$ cat src/rtl/conv_pool_engine.sv
`default_nettype none
// ============================================================================
// Module   : conv_pool_engine
// Purpose  : Reads a square 2^LOG_W x 2^LOG_W image from the image ROM and
//            runs a KxK dilated convolution with a runtime-loaded kernel and
//            bias, followed by ReLU. The result is written to layer-0
//            (csel=0). An optional 2x2 max-pool with round-up to an integer
//            then writes layer-1 (csel=1).
// Revision : 1.0 - initial parametrised release
// ----------------------------------------------------------------------------
// Ports
//   clk       in   rising-edge clock
//   reset     in   asynchronous active-low reset
//   ready     in   start request, sampled in IDLE
//   busy      out  high from the cycle after start until one cycle into DONE
//   kw_en     in   kernel/bias write strobe (ignored while busy)
//   kw_addr   in   0..K*K-1 kernel taps (row-major), K*K = bias
//   kw_data   in   signed coefficient
//   pool_en   in   latched at start: run the layer-1 pooling pass
//   pad_rep   in   latched at start: 0 = zero padding, 1 = replicate edge
//   iaddr     out  image address {row,col}
//   idata     in   image data, valid the cycle after iaddr is registered
//   cwr       out  layer RAM write enable
//   caddr_wr  out  layer RAM write address
//   cdata_wr  out  layer RAM write data
//   crd       out  layer RAM read enable
//   caddr_rd  out  layer RAM read address
//   cdata_rd  in   layer RAM read data, valid the cycle after caddr_rd
//   csel      out  0 = layer-0 bank, 1 = layer-1 bank
// Configuration macro
//   CONV_SAT_EN : saturate layer-0 results and the layer-1 round-up at
//                 2^(DW-1)-1 instead of wrapping.
// ============================================================================
module conv_pool_engine #(
  parameter int LOG_W = 6,
  parameter int K     = 5,
  parameter int DIL   = 1,
  parameter int DW    = 13,
  parameter int FRAC  = 4
) (
  input  logic               clk,
  input  logic               reset,
  input  logic               ready,
  output logic               busy,
  input  logic               kw_en,
  input  logic [5:0]         kw_addr,
  input  logic [DW-1:0]      kw_data,
  input  logic               pool_en,
  input  logic               pad_rep,
  output logic [2*LOG_W-1:0] iaddr,
  input  logic [DW-1:0]      idata,
  output logic               cwr,
  output logic [2*LOG_W-1:0] caddr_wr,
  output logic [DW-1:0]      cdata_wr,
  output logic               crd,
  output logic [2*LOG_W-1:0] caddr_rd,
  input  logic [DW-1:0]      cdata_rd,
  output logic               csel
);

  localparam int C_KK   = K * K;
  localparam int C_HALF = K / 2;
  localparam int C_AW   = 2 * LOG_W;
  localparam int C_PW   = 2 * LOG_W - 2;
  localparam int C_ACW  = 2 * DW + 6;
  // Signed width wide enough for a centre coordinate plus any tap offset.
  localparam int C_OW   = LOG_W + 5;

  localparam logic [5:0]    C_LAST_TAP = 6'(C_KK);
  localparam logic [5:0]    C_POOL_END = 6'd4;
  localparam logic [2:0]    C_KM1      = 3'(K - 1);
  localparam logic [DW-1:0] C_POS_MAX  = {1'b0, {(DW-1){1'b1}}};

  typedef enum logic [2:0] {
    S_IDLE = 3'd0,
    S_CONV = 3'd1,
    S_WR0  = 3'd2,
    S_POOL = 3'd3,
    S_WR1  = 3'd4,
    S_DONE = 3'd5
  } state_t;

  state_t r_state;
  state_t w_state_nxt;

  logic                    r_busy;
  logic                    r_pool_en;
  logic                    r_pad_rep;
  logic [C_AW-1:0]         r_centre;
  logic [5:0]              r_cnt;
  logic [2:0]              r_tr;
  logic [2:0]              r_tc;
  logic                    r_tap_v;
  logic [5:0]              r_tap_idx;
  logic signed [C_ACW-1:0] r_acc;
  logic signed [DW-1:0]    r_kern [C_KK];
  logic signed [DW-1:0]    r_bias;
  logic [C_AW-1:0]         r_iaddr;
  logic [C_AW-1:0]         r_caddr_rd;
  logic [C_PW-1:0]         r_pidx;
  logic [DW-1:0]           r_max;

  logic signed [C_OW-1:0]  w_row;
  logic signed [C_OW-1:0]  w_col;
  logic                    w_tap_ok;
  logic [C_AW-1:0]         w_tap_addr;
  logic signed [DW-1:0]    w_coef;
  logic signed [2*DW-1:0]  w_prod;
  logic signed [C_ACW-1:0] w_prod_ext;
  logic signed [C_ACW-1:0] w_acc_init;
  logic [DW-1:0]           w_conv_res;
  logic [DW-FRAC-1:0]      w_int;
  logic [DW-1:0]           w_pool_res;

  // Offset of tap index idx along one axis: DIL*(idx - K/2).
  function automatic logic signed [C_OW-1:0] f_tap_off(input logic [2:0] idx);
    int v;
    v = DIL * (int'(idx) - C_HALF);
    return C_OW'(v);
  endfunction

  function automatic logic f_in_range(input logic signed [C_OW-1:0] p);
    return ~|p[C_OW-1:LOG_W];
  endfunction

  function automatic logic [LOG_W-1:0] f_clamp(input logic signed [C_OW-1:0] p);
    if (p[C_OW-1])               return '0;
    else if (|p[C_OW-2:LOG_W])   return '1;
    else                         return p[LOG_W-1:0];
  endfunction

  // --------------------------------------------------------------------------
  // Tap address generation. Out-of-range taps are always clamped so the ROM
  // sees a legal address; in zero-pad mode they are marked not-valid and the
  // accumulate is skipped.
  // --------------------------------------------------------------------------
  assign w_row = $signed({{(C_OW-LOG_W){1'b0}}, r_centre[C_AW-1:LOG_W]}) + f_tap_off(r_tr);
  assign w_col = $signed({{(C_OW-LOG_W){1'b0}}, r_centre[LOG_W-1:0]})   + f_tap_off(r_tc);
  assign w_tap_ok   = r_pad_rep | (f_in_range(w_row) & f_in_range(w_col));
  assign w_tap_addr = {f_clamp(w_row), f_clamp(w_col)};

  always_comb begin
    w_coef = '0;
    for (int i = 0; i < C_KK; i++) begin
      if (r_tap_idx == 6'(i)) w_coef = r_kern[i];
    end
  end

  assign w_prod     = $signed(idata) * w_coef;
  assign w_prod_ext = {{(C_ACW-2*DW){w_prod[2*DW-1]}}, w_prod};
  assign w_acc_init = $signed({{(C_ACW-DW){r_bias[DW-1]}}, r_bias}) <<< FRAC;

  // ReLU then drop the fractional alignment of the accumulator.
  always_comb begin
    w_conv_res = '0;
    if (!r_acc[C_ACW-1]) begin
`ifdef CONV_SAT_EN
      if (|r_acc[C_ACW-1:DW-1+FRAC]) w_conv_res = C_POS_MAX;
      else                           w_conv_res = r_acc[DW-1+FRAC:FRAC];
`else
      w_conv_res = r_acc[DW-1+FRAC:FRAC];
`endif
    end
  end

  // Round the pooled maximum up to the next integer.
  assign w_int = r_max[DW-1:FRAC] + {{(DW-FRAC-1){1'b0}}, |r_max[FRAC-1:0]};

  always_comb begin
    w_pool_res = {w_int, {FRAC{1'b0}}};
`ifdef CONV_SAT_EN
    // Top bit of the source or of the rounded integer means the result no
    // longer fits as a positive DW-bit value.
    if (r_max[DW-1] | w_int[DW-FRAC-1]) w_pool_res = C_POS_MAX;
`endif
  end

  // --------------------------------------------------------------------------
  // FSM: state register and next-state / output decode
  // --------------------------------------------------------------------------
  always_ff @(posedge clk or negedge reset) begin
    if (!reset) r_state <= S_IDLE;
    else        r_state <= w_state_nxt;
  end

  always_comb begin
    w_state_nxt = r_state;
    cwr         = 1'b0;
    crd         = 1'b1;
    csel        = 1'b0;
    caddr_wr    = '0;
    cdata_wr    = '0;
    case (r_state)
      S_IDLE: if (ready) w_state_nxt = S_CONV;
      S_CONV: if (r_cnt == C_LAST_TAP) w_state_nxt = S_WR0;
      S_WR0: begin
        cwr      = 1'b1;
        crd      = 1'b0;
        caddr_wr = r_centre;
        cdata_wr = w_conv_res;
        if (&r_centre) w_state_nxt = r_pool_en ? S_POOL : S_DONE;
        else           w_state_nxt = S_CONV;
      end
      S_POOL: if (r_cnt == C_POOL_END) w_state_nxt = S_WR1;
      S_WR1: begin
        cwr      = 1'b1;
        crd      = 1'b0;
        csel     = 1'b1;
        caddr_wr = {2'b00, r_pidx};
        cdata_wr = w_pool_res;
        if (&r_pidx) w_state_nxt = S_DONE;
        else         w_state_nxt = S_POOL;
      end
      S_DONE: w_state_nxt = S_DONE;
      default: w_state_nxt = S_IDLE;
    endcase
  end

  // --------------------------------------------------------------------------
  // Datapath
  // --------------------------------------------------------------------------
  always_ff @(posedge clk or negedge reset) begin
    if (!reset) begin
      r_busy     <= 1'b0;
      r_pool_en  <= 1'b0;
      r_pad_rep  <= 1'b0;
      r_centre   <= '0;
      r_cnt      <= '0;
      r_tr       <= '0;
      r_tc       <= '0;
      r_tap_v    <= 1'b0;
      r_tap_idx  <= '0;
      r_acc      <= '0;
      r_bias     <= '0;
      r_iaddr    <= '0;
      r_caddr_rd <= '0;
      r_pidx     <= '0;
      r_max      <= '0;
      for (int i = 0; i < C_KK; i++) r_kern[i] <= '0;
    end else begin
      if (kw_en && !r_busy) begin
        for (int i = 0; i < C_KK; i++) begin
          if (kw_addr == 6'(i)) r_kern[i] <= kw_data;
        end
        if (kw_addr == C_LAST_TAP) r_bias <= kw_data;
      end

      case (r_state)
        S_IDLE: begin
          if (ready) begin
            r_busy    <= 1'b1;
            r_pool_en <= pool_en;
            r_pad_rep <= pad_rep;
            r_centre  <= '0;
            r_cnt     <= '0;
            r_tr      <= '0;
            r_tc      <= '0;
            r_tap_v   <= 1'b0;
            r_acc     <= w_acc_init;
          end
        end

        // Address for tap r_cnt is issued now; its product is accumulated
        // in the following cycle using the registered tap index.
        S_CONV: begin
          if (r_tap_v) r_acc <= r_acc + w_prod_ext;
          if (r_cnt != C_LAST_TAP) begin
            r_iaddr   <= w_tap_addr;
            r_tap_v   <= w_tap_ok;
            r_tap_idx <= r_cnt;
            r_cnt     <= r_cnt + 6'd1;
            if (r_tc == C_KM1) begin
              r_tc <= '0;
              r_tr <= r_tr + 3'd1;
            end else begin
              r_tc <= r_tc + 3'd1;
            end
          end else begin
            r_tap_v <= 1'b0;
          end
        end

        S_WR0: begin
          if (!(&r_centre)) begin
            r_centre <= r_centre + C_AW'(1);
            r_cnt    <= '0;
            r_tr     <= '0;
            r_tc     <= '0;
            r_tap_v  <= 1'b0;
            r_acc    <= w_acc_init;
          end else if (r_pool_en) begin
            r_pidx <= '0;
            r_cnt  <= '0;
            r_max  <= '0;
          end
        end

        // Reads 0..3 walk the 2x2 block; reads land one cycle later, so the
        // max is updated on counts 1..4.
        S_POOL: begin
          if (r_cnt != C_POOL_END) begin
            r_caddr_rd <= {r_pidx[C_PW-1:LOG_W-1], r_cnt[1], r_pidx[LOG_W-2:0], r_cnt[0]};
            r_cnt      <= r_cnt + 6'd1;
          end
          if ((r_cnt != 6'd0) && (cdata_rd > r_max)) r_max <= cdata_rd;
        end

        S_WR1: begin
          if (!(&r_pidx)) begin
            r_pidx <= r_pidx + C_PW'(1);
            r_cnt  <= '0;
            r_max  <= '0;
          end
        end

        S_DONE: r_busy <= 1'b0;

        default: r_busy <= 1'b0;
      endcase
    end
  end

  assign busy     = r_busy;
  assign iaddr    = r_iaddr;
  assign caddr_rd = r_caddr_rd;

endmodule
`default_nettype wire

$ cat config.mk
export PLATFORM = sky130hd
export DESIGN_NAME = conv_pool_engine
export DESIGN_NICKNAME = d
export VERILOG_FILES = /design/src/rtl/conv_pool_engine.sv
export SDC_FILE = /design/constraint.sdc
export NUM_CORES = 2
export LEC_CHECK = 0
export ABC_AREA = 1
export BUFFER_PORTS_ARGS = -buffer_cell sky130_fd_sc_hd__buf_2
export CORE_MARGIN = 2
export CORE_UTILIZATION = 50
export DETAILED_ROUTE_END_ITERATION = 12
export PLACE_DENSITY = 0.76
export SYNTH_ARGS = -nofsm -noshare
export SYNTH_HDL_FRONTEND = slang
export SYNTH_SLANG_ARGS = --single-unit
$ cat constraint.sdc
create_clock -name clk -period 12 [get_ports clk]
set_input_delay 0 -clock clk [delete_from_list [all_inputs] [get_ports clk]]
set_output_delay 0 -clock clk [all_outputs]
set_load 0.01 [all_outputs]
==> metrics.md <==
| Metric | Value |
|---|---|
| Cells after Synth | 3,577 |
| CORE AREA | 59,100 um^2 |
| CTS resizes | 0 |
| Antenna Nets Post-Route | 0 |
| Type of origin of the critical path | flop |
| Final nets | 4,038 |
| CTS H-tree lvls | 2 |
| Headroom to the max-slew limit | about an eighth |
| Clk root buf | clkbuf_16 |
| Reg clk slew, reported paths | 60 ps |
| Most frequent cells in the layout | 802 x nand2_1, 537 x inv_1, 454 x dfrtp_1 |
| Cell row count | 89 |
| Layout area overhead | 10.1% |
| Slowest cell delay on critical path | 750 ps |
| Tmin final | 9170 ps |
| Slew of the pin with the lowest slew margin | 1300 ps |
| Crit path required time | 12,430 ps |
| Gr ovfl total | 0 |
| Buffers added on ports | 103 |
| Slew Limit Fails | 0 |
| Status | complete, no violations |
| Via count | 24,200 |
| Post-Syn Nets | 3,985 |
| Final critical-path share of the clock period | 76.4% |
| Final setup fails | 0 |
| Max clock buf depth | 3 |
| Drt first pass iters | 6 |
| Post-DP HPWL | roughly 56 mm |
| First-pass GRT wire length | 127 mm |
| Number of synthesized register bits | approximately 450 |
| Die area | 61,900 um^2 |
| Die height | 249 um |
| Critical Path AT | between 9000 and 10,000 ps |
| Drt wl/cell | 17.4 um |
| Yosys cell types | 61 |
| Fmax | about 110 MHz |
| Setup_tns | 0 ps |
| Max Clock Skew | 49.9 ps |
| Max stage delay cell, worst path | fa_1 |
| Share of post-route cells with drive strength above 1 | 8.25% |
| Max Cap Violations | 0 |
| CTS Sinks | 454 |
| Largest net degree at the start of global routing | 190 |
| Hold Path Class | input pin to async pin |
| Crit end category | flop |
| Horiz. Die Dim | 249 um |
| Final Hold Viols | 0 |
| Synth warnings | 0 |
| Setup CP Type | flop to flop |
| Overall global routing resource usage | 25.4% |
| Post-synthesis sequential area ratio | between 30% and 40% |
| Register area | between 10,000 and 15,000 um^2 |
| Number of global-route vias before repair | 24,000 |
| Filler instances | 5,253 |
| Starting density of the core | 50.7% |
| Most common cell after layout, fill and taps aside | nand2_1 |
| Number of DRC markers in iteration 0 | 2,381 |
| Final Wtd Congestion | 0.926 |
| Synth Area per Inst | 8.38 um^2 |
| Initial antenna violation count | 2 |
| Final WL | 77.3 mm |
| Cell Area, Synth | 30,000 um^2 |
| RSZ-0062 raised after global routing | no |
| CTS tree | done |
| # IOs | between 100 and 150 |
| Clk_lat worst skew | 620 ps |
| Multi-input logic area | 15,900 um^2 |
| Number of remaining DRC errors | 0 |
| Vias per cell | 5.44 |
| Worst-path fanout max | 16 |
| Total CTS buffers | 50 |
-- metal layers --
layer / track usage, % / up-vias / part of all wire (%)
met2: 41.2 / 860 / 47
met1: 35.1 / 11700 / 43
met5: 0 / - / 0
met3: 4.10 / 146 / 7.1
li1: - / 11500 / -
met4: 7.88 / 0 / 2.8
-- final timing paths --
check                              from     endpoint  slack, ps  cells past startpoint
max in group asynchronous         reset    r_kern[4]       9370                      4
min reg2reg                    iaddr[7]     iaddr[7]        480                      2
min                               reset  caddr_rd[8]         30                      2
max reg2reg                r_tap_idx[2]    r_acc[31]       2830                     38
max                        r_tap_idx[2]    r_acc[31]       2830                     38
min in group clk              idata[12]    r_acc[31]         60                      5
-- cells in the mapped netlist, drive strengths merged --
library cell / count / area, um^2
nand2: 807 / 3050
inv: 549 / 2060
o21ai: 463 / 2320
dfrtp: 454 / 11400
nor2: 259 / 1060
fa: 228 / 4560
nand3: 154 / 793
ha: 129 / 1610
a21oi: 127 / 647
clkbuf: 114 / 428
nand4: 62 / 409
or2: 39 / 244
buf: 31 / 194
nor3: 28 / 155
o22ai: 20 / 125
xor2: 19 / 166
a2bb2oi: 13 / 114
xnor2: 12 / 105
o211ai: 7 / 52.6
a221oi: 6 / 58.8
nor3b: 5 / 37.5
nor4: 5 / 31.3
a211oi: 4 / 30.0
a21boi: 4 / 30.0
a31oi: 4 / 25.0
nand3b: 4 / 67.6
o21a: 4 / 30.0
o21bai: 4 / 30.0
o31ai: 4 / 30.0
and2: 3 / 18.8
o32ai: 3 / 26.3
a22o: 2 / 17.5
clkinv: 2 / 7.51
o221ai: 2 / 17.5
a2111oi: 1 / 8.76
a21o: 1 / 7.51
a22oi: 1 / 7.51
a311oi: 1 / 15.0
a32o: 1 / 10.0
or3b: 1 / 8.76
-- stage by stage --
stage / cells / setup slack [ps] / instance area, um^2 / util [%] / hold slack, ps
floorplan: 3577 / 4720 / 30000 / - / -296
global placement: 4329 / 3140 / 31000 / 52.5 / 165
detailed placement: 4329 / 2940 / 31000 / 52.5 / 159
CTS: 4444 / 2860 / 33000 / 55.8 / 25.6
global route: 4445 / 2190 / 33000 / 55.8 / 98.3
finish: 4446 / 2830 / 33000 / 55.8 / 33.8
-- sequential cells by signal, summed over array words and instances, names as in the netlist, 3 cells and up --
name	cells
r_kern	325
r_acc	32
r_bias	13
r_max	13
caddr_rd	12
iaddr	12
r_centre	12
r_pidx	10
r_cnt	6
r_tap_idx	6
r_state	3
r_tc	3
r_tr	3
-- logic make-up after synthesis --
logic type                 Yosys count  share of synthesized area (%)
adders and majority gates          357                           20.6
buffers and inverters              696                           8.97
xor gates and xnor gates            31                          0.906
DFF                                454                           37.9
AOI/OAI and AO/OA                  672                           12.0
and+or+nand+nor                   1367                           19.6
-- cell type report --
type                            instances  share of cell area (%)
Clock buffer                           73                    4.51
Multi-Input combinational cell       2427                    48.3
Antenna cell                            2                  0.0152
Inverter                              551                    6.27
Tap cell                              773                    2.93
Sequential cell                       454                    34.4
Clock inverter                         20                   0.819
Timing Repair Buffer                  146                    2.77
-- critical path: cells and delay by family, from the launching register on --
| family | cells | cell delay, ps |
|---|---|---|
| simple gates | 17 | 3040 |
| fa+ha+maj | 7 | 3800 |
| compound gates | 8 | 1130 |
| xor+xnor | 1 | 180 |
| buf+inv | 5 | 390 |
| flops | 1 | 440 |
-- what timing repair did --
action | 4_1_cts | 5_1_grt
buffers inserted | 0 | 0
hold endpoints to repair | 222 | 0
hold buffers | 22 | 0
Power is left out: the tool's default activity adds up to more than one toggle a clock period on the data nets, which glitch-free logic cannot reach.
